--- config.mk ---
export PLATFORM = sky130hd
export DESIGN_NAME = bram_port_master
export DESIGN_NICKNAME = d
export VERILOG_FILES = /design/src/rtl/bram_port_master.sv
export SDC_FILE = /design/constraint.sdc
export NUM_CORES = 1
export LEC_CHECK = 0
export BUFFER_PORTS_ARGS = -buffer_cell sky130_fd_sc_hd__buf_2
export CORE_ASPECT_RATIO = 1.1
export CORE_UTILIZATION = 35
export CTS_CLUSTER_SIZE = 28
export DETAILED_ROUTE_END_ITERATION = 16
export GPL_TIMING_DRIVEN = 0
export HOLD_SLACK_MARGIN = 0.05
export PLACE_DENSITY = 0.68
export SLEW_MARGIN = 20
export SYNTH_ARGS = -nofsm -noshare
export SYNTH_HDL_FRONTEND = slang
export SYNTH_SLANG_ARGS = --single-unit
--- constraint.sdc ---
create_clock -name Clk_CI -period 2.79 [get_ports Clk_CI]
set_clock_uncertainty 0.05 [all_clocks]
set_input_delay 0.279 -clock Clk_CI [delete_from_list [all_inputs] [get_ports Clk_CI]]
set_output_delay 0.279 -clock Clk_CI [all_outputs]
set_load 0.02 [all_outputs]
--- src/rtl/bram_port_master.sv ---
// bram_port_master
//   Master-side driver for a BRAM port. Accepts a valid/ready request stream,
//   issues each request to the BRAM in the accept cycle, and returns read
//   data on a valid/ready response stream in request order. Read data is
//   captured after RD_LATENCY cycles into a RESP_DEPTH-entry response FIFO.
//   A credit counter reserves a FIFO slot for every read in flight, so no
//   response is ever lost under backpressure.
//
// Ports
//   Clk_CI, Rst_RI                  clock, asynchronous active-high reset
//   Req_Valid_SI / Req_Ready_SO     request handshake
//   Req_Addr_DI, Req_WrData_DI      request address / write data
//   Req_WrEn_SI                     byte strobes, all-zero means read
//   Resp_Valid_SO / Resp_Ready_SI   read response handshake
//   Resp_RdData_DO                  read response data (head of FIFO)
//   Bram_*                          BRAM port (clock/reset forwarded)
module bram_port_master #(
  parameter int unsigned DATA_WIDTH = 32,
  parameter int unsigned ADDR_WIDTH = 32,
  parameter int unsigned RD_LATENCY = 1,
  parameter int unsigned RESP_DEPTH = 2
) (
  input  logic                    Clk_CI,
  input  logic                    Rst_RI,
  input  logic                    Req_Valid_SI,
  output logic                    Req_Ready_SO,
  input  logic [ADDR_WIDTH-1:0]   Req_Addr_DI,
  input  logic [DATA_WIDTH-1:0]   Req_WrData_DI,
  input  logic [DATA_WIDTH/8-1:0] Req_WrEn_SI,
  output logic                    Resp_Valid_SO,
  input  logic                    Resp_Ready_SI,
  output logic [DATA_WIDTH-1:0]   Resp_RdData_DO,
  output logic                    Bram_Clk_CO,
  output logic                    Bram_Rst_RO,
  output logic                    Bram_En_SO,
  output logic [ADDR_WIDTH-1:0]   Bram_Addr_SO,
  output logic [DATA_WIDTH-1:0]   Bram_WrData_DO,
  output logic [DATA_WIDTH/8-1:0] Bram_WrEn_SO,
  input  logic [DATA_WIDTH-1:0]   Bram_RdData_DI
);

  localparam int unsigned CW = $clog2(RESP_DEPTH + 1);
  localparam int unsigned PW = (RESP_DEPTH > 1) ? $clog2(RESP_DEPTH) : 1;

  logic [CW-1:0]         used;
  logic [CW-1:0]         fifo_cnt;
  logic [PW-1:0]         wr_ptr;
  logic [PW-1:0]         rd_ptr;
  logic [DATA_WIDTH-1:0] fifo_q [RESP_DEPTH];
  logic [RD_LATENCY-1:0] rd_pipe;
  logic [RD_LATENCY:0]   pipe_next;
  logic                  acc;
  logic                  rd_acc;
  logic                  push;
  logic                  pop;

  assign Bram_Clk_CO = Clk_CI;
  assign Bram_Rst_RO = Rst_RI;

  // Ready depends only on registered credits and reset, never on the
  // response side or on Req_Valid_SI.
  assign Req_Ready_SO = !Rst_RI && (used < CW'(RESP_DEPTH));
  assign acc          = Req_Valid_SI && Req_Ready_SO;
  assign rd_acc       = acc && (Req_WrEn_SI == '0);

  assign Bram_En_SO     = acc;
  assign Bram_Addr_SO   = Req_Addr_DI;
  assign Bram_WrData_DO = Req_WrData_DI;
  assign Bram_WrEn_SO   = acc ? Req_WrEn_SI : '0;

  assign Resp_Valid_SO  = (fifo_cnt != '0);
  assign Resp_RdData_DO = fifo_q[rd_ptr];
  assign pop            = Resp_Valid_SO && Resp_Ready_SI;
  assign push           = rd_pipe[RD_LATENCY-1];

  // Concatenating the new tag below the pipe keeps the shift uniform even
  // when RD_LATENCY is 1.
  assign pipe_next = {rd_pipe, rd_acc};

  always_ff @(posedge Clk_CI or posedge Rst_RI) begin
    if (Rst_RI) begin
      rd_pipe <= '0;
    end else begin
      rd_pipe <= pipe_next[RD_LATENCY-1:0];
    end
  end

  // Credits: one per read between accept and pop.
  always_ff @(posedge Clk_CI or posedge Rst_RI) begin
    if (Rst_RI) begin
      used <= '0;
    end else begin
      case ({rd_acc, pop})
        2'b10:   used <= used + CW'(1);
        2'b01:   used <= used - CW'(1);
        default: used <= used;
      endcase
    end
  end

  always_ff @(posedge Clk_CI or posedge Rst_RI) begin
    if (Rst_RI) begin
      fifo_cnt <= '0;
      wr_ptr   <= '0;
      rd_ptr   <= '0;
    end else begin
      if (push) begin
        wr_ptr <= (wr_ptr == PW'(RESP_DEPTH - 1)) ? '0 : wr_ptr + PW'(1);
      end
      if (pop) begin
        rd_ptr <= (rd_ptr == PW'(RESP_DEPTH - 1)) ? '0 : rd_ptr + PW'(1);
      end
      case ({push, pop})
        2'b10:   fifo_cnt <= fifo_cnt + CW'(1);
        2'b01:   fifo_cnt <= fifo_cnt - CW'(1);
        default: fifo_cnt <= fifo_cnt;
      endcase
    end
  end

  // Storage needs no reset: entries are only visible once counted.
  always_ff @(posedge Clk_CI) begin
    if (push) begin
      fifo_q[wr_ptr] <= Bram_RdData_DI;
    end
  end

endmodule
## Word-level counts from Yosys, hierarchy flattened

Memory sizes are Yosys's and may differ from the RTL's.
Index checks and enable logic that the tools add are counted.
Widths: inputs -> output; s select.

- Add/sub/neg operators: 6
- Multiply operators: 0
- Divide/modulo/power cells: 0
- $lt $le $gt $ge: 1
- Equal/unequal tests: 4
- Shift operators: 0
- Mux-type cells: 7
- Bitwise operators: 0
- Reduce and logical (&&, ||, !) cells: 9

Operators by type and width:

| kind | number |
|---|---|
| $pmux 2 s2 | 2 |
| $reduce_bool 2->1 | 3 |
| $add 2x1->2 const B | 2 |
| $eq 2x1->1 const B | 2 |
| $eq 2x2->1 const B | 2 |
| $logic_and 1x1->1 | 4 |
| $logic_not 4->1 | 1 |
| $mux 1 | 4 |
| $mux 4 | 1 |
| $sub 2x1->2 const B | 2 |
| $add 1x1->1 const B | 2 |
| $lt 2x2->1 const B | 1 |
| $logic_not 1->1 | 1 |

- Register bits: 7
- Bits in latches: 0
- RAM bits: 64
- Memory bits (read-only): 0
- Input bits: 104
- Output and inout bits: 105
- Word-level logic and storage cells: 33
- Memories: 1

Memories:

| name | words | bits a word | rd ports | clocked after memory_dff | wr ports | line | source |
|---|---|---|---|---|---|---|---|
| fifo_q | 2 | 32 | 1 | 0 | 1 | 49 | `logic [DATA_WIDTH-1:0] fifo_q [RESP_DEPTH];` |

## Logic depth before layout (Yosys ltp)

- Depth in word-level cells: 6
- Gate-level depth with buffers: 7
- Depth with buffers taken out: 7

==> impl_metrics.yaml <==
power:
  ir_worst_vdd_uv: 306
  power.leakage_uw: 0.00223
  power.density_mw_per_mm2: 739
placed_design:
  place.gp.congestion: 0.773
  dp_hpwl_mm: 4.84
  dpl_worst_slack_ns: 0.819
  io_buffer_count: 144
logic_synthesis:
  synth_area_mm2: 0.00330
  ys_ff_latch: 71
  seq_area_frac_synth: 0.636
  synth_area_per_cell_um2: 16.5
  synth_cells: 200
  synth.net_count: 306
  yosysWarnings: 0
  yosysUniqueCellTypes: 16
finish:
  antennaDiodeCount: 0
  syn_to_final_growth_pct: 46.5
  fill_cells: 776
  nets: 499
  drive_above_1_share: 0.676
die:
  die_height_um: 104
  placement_rows: 36
  coreArea_mm2: 0.00901
  dieArea_mm2: 0.00981
  initial_core_util: 0.366
  die_x_um: 94.5
  ios: 209
drt:
  drt_first_pass_iters: 4
  drt-total-wl_mm: 6.90
  vias: 2141
  viasPerCell: 4.18
  wl_per_cell_um: 13.5
  drtIter0Drc: 41
  drc: 0
  drtAntennaViolNets: 0
clock_network:
  path_clk_slew_ns: 0.08
  clkLatencyLatePin_ns: 0.44
  cts_tree: "done"
  cts_resized: 0
worst_setup_path:
  crit_fanout: 2
  cpMostUsedCell: "clkbuf_8"
  arrival_ns: 1.88
  worstSetupPathType: "clk2out"
  slowest_delay_ns: 0.15
  crit_required_ns: 2.46
  crit_path_start_kind: "clock port"
  cp_cell_sequence: "clkbuf_8 -> clkbuf_8 -> buf_4 -> buf_2"
  crit_path_end_kind: "primary output"
  critPathSlowestCell: "buf_2"
status:
  status: "completed"
grt:
  grt_max_degree: 18
  grt_pass1_wl_mm: 10.3
  grt_util_all_layers: 0.145
  grt_pass1_vias: 2140
  antenna_found_initial: 0
  grt_overflow: 0
timing:
  maxSlewViolCount: 0
  worst_slack_ns: 0.581
  max_slew_margin: 0.615
  hold_viol_final: 0
  hold_ws_ns: 0.112
  setup_violations: 0
  tightestPinTransition_ns: 0.576
  rsz0062_at_grt: "false"
job:
  drv_cap: 0
hold_path:
  hp-class: "in2reg"
==> final cells by class <==
cell class | instances | area [µm²] | share of cell area
inverter | 3 | 11.3 | 0.00233
sequential | 71 | 2100 | 0.434
clock inverter | 6 | 108 | 0.0223
buffer | 70 | 541 | 0.112
timing repair buffer | 178 | 1100 | 0.228
clock buffer | 14 | 174 | 0.0360
multi-input combinational | 56 | 656 | 0.136
tap | 114 | 143 | 0.0295
==> logic make-up (layout without fill, tap and decap cells) <==
kind of cell	count (synthesis)	after routing	share of synthesized area
xor gates and xnor gates	8	8	0.0213
adders and majority gates	2	2	0.00759
DFF	71	71	0.636
buffers and inverters	73	271	0.167
muxes	32	32	0.142
and+or+nand+nor	14	14	0.0251
==> per-stage QoR <==
stage	setup TNS (ns)	util	total power [µW]	cells	area, µm²
2_1_floorplan	0	-	2190	200	3300
3_3_place_gp	-12.22	0.462	2470	458	4160
3_5_place_dp	0	0.469	2490	460	4220
4_1_cts	0	0.536	3620	512	4830
5_1_grt	0	0.536	3750	512	4830
6_report	0	0.536	3570	512	4830
==> layout by cell type, fill, tap and decap left out <==
cell type and instances:
and2_1 1, and2_2 1, and2_4 1, and3_1 5, buf_16 2, buf_2 144
buf_4 66, buf_6 4, bufinv_16 3, clkbuf_1 1, clkbuf_8 12, clkinv_1 1
clkinv_2 1, dfrtp_1 7, dlygate4sd3_1 33, edfxtp_1 64, ha_1 2, inv_1 3
inv_6 1, mux2_2 3, mux2_4 29, nor2_1 3, nor2_4 1, nor4_1 1
or2_4 1, xnor2_1 4, xor2_1 4
==> state kept, by name (all words and copies together) (netlist names) <==
register  count
fifo_q       64
rd_ptr        1
push          1
fifo_cnt      2
used          2
wr_ptr        1
==> report_power, final <==
part,switching [µW],internal [µW]
combinational,581,599
sequential,42.2,1210
clock,422,711
==> synthesized netlist by cell type <==
library cell	instances	area, µm²
nor4_1	1	6.26
xor2_1	4	35.0
nor2_1	4	15.0
dfrtp_1	7	175
buf_6	4	45.0
mux2_2	3	33.8
mux2_4	29	435
and2_4	1	8.76
edfxtp_1	64	1920
and2_1	2	12.5
xnor2_1	4	35.0
or2_4	1	8.76
buf_4	66	495
and3_1	5	31.3
ha_1	2	25.0
inv_1	3	11.3
==> worst max-delay path: cells and delay by family <==
family | cells | cell delay, ns
buf+inv | 4 | 0.49
==> per-layer routing <==
metal / wire length (µm) / global-route usage / vias to the layer above
met5: 0 / 0 / -
li1: - / - / 1028
met1: 2570 / 0.153 / 991
met3: 484 / 0.0441 / 8
met4: 98 / 0.0768 / 0
met2: 3750 / 0.252 / 114
==> path summary, 6_finish.rpt <==
path                               start     endpoint  slack (ns)  depth (start not counted)
max in group asynchronous         Rst_RI  fifo_cnt[0]        2.17                          3
min in group asynchronous         Rst_RI      used[1]        0.30                          3
setup / recovery                  Clk_CI  Bram_Clk_CO        0.58                          4
setup reg to reg                 used[1]      used[1]        1.01                          6
hold / removal             Resp_Ready_SI       rd_ptr        0.11                          3
hold reg to reg              fifo_cnt[1]  fifo_cnt[1]        0.43                          1
==> repair_timing <==
| action | CTS | global route |
|---|---|---|
| setup buffers | 0 | 0 |
| hold buffers | 33 | 0 |
| endpoints found under the hold margin | 71 | 0 |
(Power assumes the default switching activity.)
